File: config.mk
export PLATFORM = sky130hd
export DESIGN_NAME = doodle_physics
export DESIGN_NICKNAME = d
export VERILOG_FILES = /design/src/rtl/doodle_physics.sv
export SDC_FILE = /design/constraint.sdc
export NUM_CORES = 1
export LEC_CHECK = 0
export CAP_MARGIN = 25
export CORE_UTILIZATION = 45
export DETAILED_ROUTE_END_ITERATION = 12
export GPL_TIMING_DRIVEN = 1
export PLACE_DENSITY_LB_ADDON = 0.08
export SLEW_MARGIN = 40
export SYNTH_ARGS = -nofsm -noshare
export SYNTH_HDL_FRONTEND = slang
export SYNTH_SLANG_ARGS = --single-unit
File: constraint.sdc
create_clock -name clk -period 3.94 [get_ports clk]
set_input_delay 0.591 -clock clk [delete_from_list [all_inputs] [get_ports clk]]
set_output_delay 0.591 -clock clk [all_outputs]
set_load 0.05 [all_outputs]
File: src/rtl/doodle_physics.sv
// Vertical physics for the doodle: jump launch, gravity, platform/floor landing and death.
// All position/velocity updates happen only on frame_tick; launches raise jump_pulse for one cycle.
module doodle_physics #(
  parameter int JUMP_V        = 20,
  parameter int GRAVITY       = 1,
  parameter int MAX_FALL_V    = 20,
  parameter int DOODLE_H      = 80,
  parameter int SCREEN_BOTTOM = 767,
  parameter int START_Y       = 600
) (
  input  logic              clk,
  input  logic              rst,
  input  logic              start,
  input  logic              frame_tick,
  input  logic [1:0][9:0]   ground,
  output logic [9:0]        doodle_y,
  output logic signed [7:0] velocity,
  output logic [1:0]        state,
  output logic              jump_pulse,
  output logic              dead
);

  typedef enum logic [1:0] {
    S_IDLE    = 2'b00,
    S_RISING  = 2'b01,
    S_FALLING = 2'b10,
    S_DEAD    = 2'b11
  } state_t;

  localparam logic signed [11:0] H_S      = 12'(DOODLE_H);
  localparam logic signed [11:0] G_S      = 12'(GRAVITY);
  localparam logic signed [11:0] BOTTOM_S = 12'(SCREEN_BOTTOM);
  localparam logic signed [11:0] MAXV_S   = 12'(MAX_FALL_V);
  localparam logic signed [7:0]  V_LAUNCH = 8'(-JUMP_V);
  localparam logic signed [7:0]  V_MAX    = 8'(MAX_FALL_V);
  localparam logic [9:0]         Y_START  = 10'(START_Y);

  state_t             state_q, state_d;
  logic [9:0]         doodle_y_q, doodle_y_d;
  logic signed [7:0]  velocity_q, velocity_d;
  logic               floor_en_q, floor_en_d;
  logic               jump_pulse_q, jump_pulse_d;

  logic signed [11:0] y_s, v_s, y_next_s, foot_s, foot_next_s, gnd_s, v_inc_s;
  logic               gnd_is_floor, landing, fall_off;
  logic               ground_x_unused;

  // Horizontal position is consumed by the collision stage only.
  assign ground_x_unused = ^ground[1];

  assign y_s          = {2'b00, doodle_y_q};
  assign v_s          = {{4{velocity_q[7]}}, velocity_q};
  assign y_next_s     = y_s + v_s;
  assign foot_s       = y_s + H_S;
  assign foot_next_s  = y_next_s + H_S;
  assign gnd_s        = {2'b00, ground[0]};
  assign v_inc_s      = v_s + G_S;
  assign gnd_is_floor = (gnd_s == BOTTOM_S);
  assign landing      = (!gnd_is_floor || floor_en_q) && (foot_s <= gnd_s) && (foot_next_s >= gnd_s);
  assign fall_off     = !floor_en_q && (foot_next_s > BOTTOM_S);

  function automatic logic [9:0] clamp_y(input logic signed [11:0] val);
    if (val < 12'sd0)
      return 10'd0;
    else if (val > BOTTOM_S)
      return BOTTOM_S[9:0];
    else
      return val[9:0];
  endfunction

  always_ff @(posedge clk) begin
    if (rst) begin
      state_q      <= S_IDLE;
      doodle_y_q   <= Y_START;
      velocity_q   <= 8'sd0;
      floor_en_q   <= 1'b1;
      jump_pulse_q <= 1'b0;
    end else begin
      state_q      <= state_d;
      doodle_y_q   <= doodle_y_d;
      velocity_q   <= velocity_d;
      floor_en_q   <= floor_en_d;
      jump_pulse_q <= jump_pulse_d;
    end
  end

  always_comb begin
    state_d = state_q;
    case (state_q)
      S_IDLE:    if (start) state_d = S_RISING;
      S_RISING:  if (frame_tick && v_inc_s >= 12'sd0) state_d = S_FALLING;
      S_FALLING: begin
        if (frame_tick) begin
          if (landing)       state_d = S_RISING;
          else if (fall_off) state_d = S_DEAD;
        end
      end
      default:   state_d = S_DEAD;
    endcase
  end

  always_comb begin
    doodle_y_d   = doodle_y_q;
    velocity_d   = velocity_q;
    floor_en_d   = floor_en_q;
    jump_pulse_d = 1'b0;
    case (state_q)
      S_IDLE: begin
        // start wins over a coincident frame_tick: no position update this cycle.
        if (start) begin
          velocity_d   = V_LAUNCH;
          jump_pulse_d = 1'b1;
        end
      end
      S_RISING: begin
        if (frame_tick) begin
          doodle_y_d = clamp_y(y_next_s);
          velocity_d = v_inc_s[7:0];
        end
      end
      S_FALLING: begin
        if (frame_tick) begin
          if (landing) begin
            doodle_y_d   = clamp_y(gnd_s - H_S);
            velocity_d   = V_LAUNCH;
            jump_pulse_d = 1'b1;
            if (!gnd_is_floor) floor_en_d = 1'b0;
          end else if (!fall_off) begin
            doodle_y_d = clamp_y(y_next_s);
            velocity_d = (v_inc_s > MAXV_S) ? V_MAX : v_inc_s[7:0];
          end
        end
      end
      default: ;
    endcase
  end

  assign doodle_y   = doodle_y_q;
  assign velocity   = velocity_q;
  assign state      = state_q;
  assign jump_pulse = jump_pulse_q;
  assign dead       = (state_q == S_DEAD);

endmodule

==> out/qor.csv <==
metric;value;unit
num_rows;30;
gr-total-overflow;0;
crit_type;flop to flop;
setup_slack;-206;ps
syn_to_final_growth;40.3;%
slew_headroom;0.412;
avgSynthCellArea;7.72;um^2
clock-sinks;22;
cpPeakStageDelay;440;ps
hp-class;flop to flop;
grt_pass1_wl;17400;um
synthXorXnorAreaFrac;0.0459;
crit_buf_inv;2;
crit_required;4070;ps
dr.pass1.iters;5;
drc;0;
antenna_found_initial;0;
synthCells;420;
synth-compound-area-share;0.378;
rsz0062_at_grt;true;
die_area;0.00754;mm^2
cp_top_family;compound AO/OA/AOI/OAI gates;
num_vias;3855;
multi_input_area;0.00278;mm^2
cts_root_buffer;clkbuf_8;
wl_per_cell;18.1;um
fmax;241;MHz
violations;setup timing;
slowest_stage;a221o_2;
hold_slack;571;ps
final_hold_viol_count;0;
ys_types;75;
drive_gt1_frac;0.299;
first_global_vias;3502;
start_util;0.472;
layout_common_cells;buf_4, ha_1, a21oi_1;
path_max_fanout;6;
drtAntennaViolNets;0;
drv_slew;0;
die_h;86.9;um
synth_top_area_cell;ha_1;
power;4.56;mW
cts_tree;done;
critPathLaunchType;flop;
yosys.area_share.adder;0.168;
place_area;0.00421;mm^2
htreeDepth;1;
synth_edf_count;0;
fin_crit_sh;1.05;
synthFlopType;dfxtp_1;
portBuffers;35;
min_period;4150;ps
endpoint_kind;flop;
routed_via_density;6.21;
drt_iter0_markers;350;
seq_area_frac_synth;0.136;
core_area;0.00687;mm^2
p_per_area;1000;mW/mm^2
netlist_area;0.00324;mm^2
routabilityCongestion;0.936;
setup_viol;20;
fin_util;0.662;
fillers;621;
nets;593;
dieWidth;86.9;um
ir_worst_vdd;0.000468;V
numCtsBuffers;3;
antenna_cells;0;
max-cap-violations;0;
yosys.area_share.simple;0.201;
cellLeakagePower;1.87;nW
synthTopCellsByArea;ha_1, dfxtp_1, a21oi_1;
seqCellArea;485;um^2
critical_path_arrival;4280;ps
ys_ff_latch;22;
cpMostUsedCell;o211ai_1;
final_cell_area;0.00455;mm^2
synth_nets;487;
synthMuxAreaShare;0.00695;
cts.path.max_buffers;2;
clk_pin_slew_worst_paths;90;ps
dp_hpwl;8440;um
synth.top_cell.area_share;0.162;
cp_cell_sequence;ha_4, fa_2, a211oi_4, o211ai_1, a221o_2, buf_6, xnor2_2, ha_1, o21ai_2, nor2_2, a311oi_2, o311ai_2, and3_4, buf_6, a211o_4, o211ai_1, o211ai_1;
final_common_cell;buf_4;
grt_start_max_net_pins;17;
routed_wl;11200;um
insertion_delay;270;ps
synth_top_family_by_area;compound AO/OA/AOI/OAI gates;
grt_usage;0.295;
cts_hold_buf;0;
yosys_warnings;0;
async_reset_ff_frac;0;
clock_skew;5.42;ps
worst_pin_slew;879;ps
status;complete, but fails checks;
io_pins;46;
-- what timing repair did --
action                     4_1_cts  5_1_grt
pin swaps                        3       10
cloned                           1        0
gates resized for setup         19       16
setup endpoints to repair       21       22
buffers inserted                 5        8
-- cell usage after synthesis, drive strengths merged (10+ instances only) --
library cell and count:
o21ai 42, dfxtp 22, xnor2 15, inv 23, nand3 12, a21o 10
nor3 13, o211ai 12, nor2 27, nand2 19, ha 42, a21oi 46
-- worst register-to-register path: stages (launching register included) --
cell and delay, ps:
dfxtp_4 370, ha_4 160, fa_2 400, a211oi_4 270, o211ai_1 140, a221o_2 440
buf_6 150, xnor2_2 120, ha_1 280, o21ai_2 170, nor2_2 70, a311oi_2 270
o311ai_2 180, and3_4 290, buf_6 130, a211o_4 360, o211ai_1 110, o211ai_1 100
-- power by group --
group          switching [mW]  internal (mW)  leakage [nW]  total, mW
registers              0.0574          0.317         0.188      0.374
logic                    2.23           1.73          1.65       3.96
clock network          0.0836          0.136        0.0357      0.220
total                    2.37           2.18          1.87       4.56
-- registers in the layout, indices dropped and copies added (netlist names) --
| name | flops |
|---|---|
| floor_en_q | 1 |
| jump_pulse | 1 |
| velocity | 8 |
| state | 2 |
| doodle_y | 10 |
-- final timing paths --
check | from | cells past startpoint | to | slack [ps]
setup / recovery | velocity[0] | 17 | doodle_y[4] | -210
hold reg to reg | floor_en_q | 1 | floor_en_q | 570
hold / removal | floor_en_q | 1 | floor_en_q | 570
setup reg to reg | velocity[0] | 17 | doodle_y[4] | -210
-- per-layer routing --
layer / GRT usage / up-vias / wire length [um] / share of wire
li1: - / 1837 / - / -
met1: 0.418 / 1830 / 4950 / 0.44
met2: 0.482 / 172 / 5270 / 0.47
met3: 0.0303 / 16 / 882 / 0.079
met4: 0.0606 / 0 / 118 / 0.011
met5: 0 / - / 0 / 0
-- per-stage QoR --
step | TNS (ps) | std cells | setup slack, ps
after floorplan | -463 | 420 | -80.1
after global placement | -748 | 603 | -84.0
after detailed placement | -2600 | 603 | -175
after CTS | -1030 | 613 | -120
after global routing | -5810 | 621 | -360
final | -2800 | 621 | -206
-- area by class of cell --
| cell class | instances | share of cell area |
|---|---|---|
| inverter | 23 | 0.0190 |
| clock buffer | 3 | 0.00908 |
| tap | 96 | 0.0264 |
| clock inverter | 1 | 0.00661 |
| timing repair buffer | 116 | 0.220 |
| sequential | 22 | 0.107 |
| multi-input combinational | 360 | 0.612 |
-- logic make-up after synthesis --
logic type | count (synthesis)
AOI/OAI and AO/OA | 175
and+or+nand+nor | 122
adders and majority gates | 43
buffers and inverters | 39
DFF | 22
xor gates and xnor gates | 17
muxes | 2
Power figures use the tool's default switching activity.
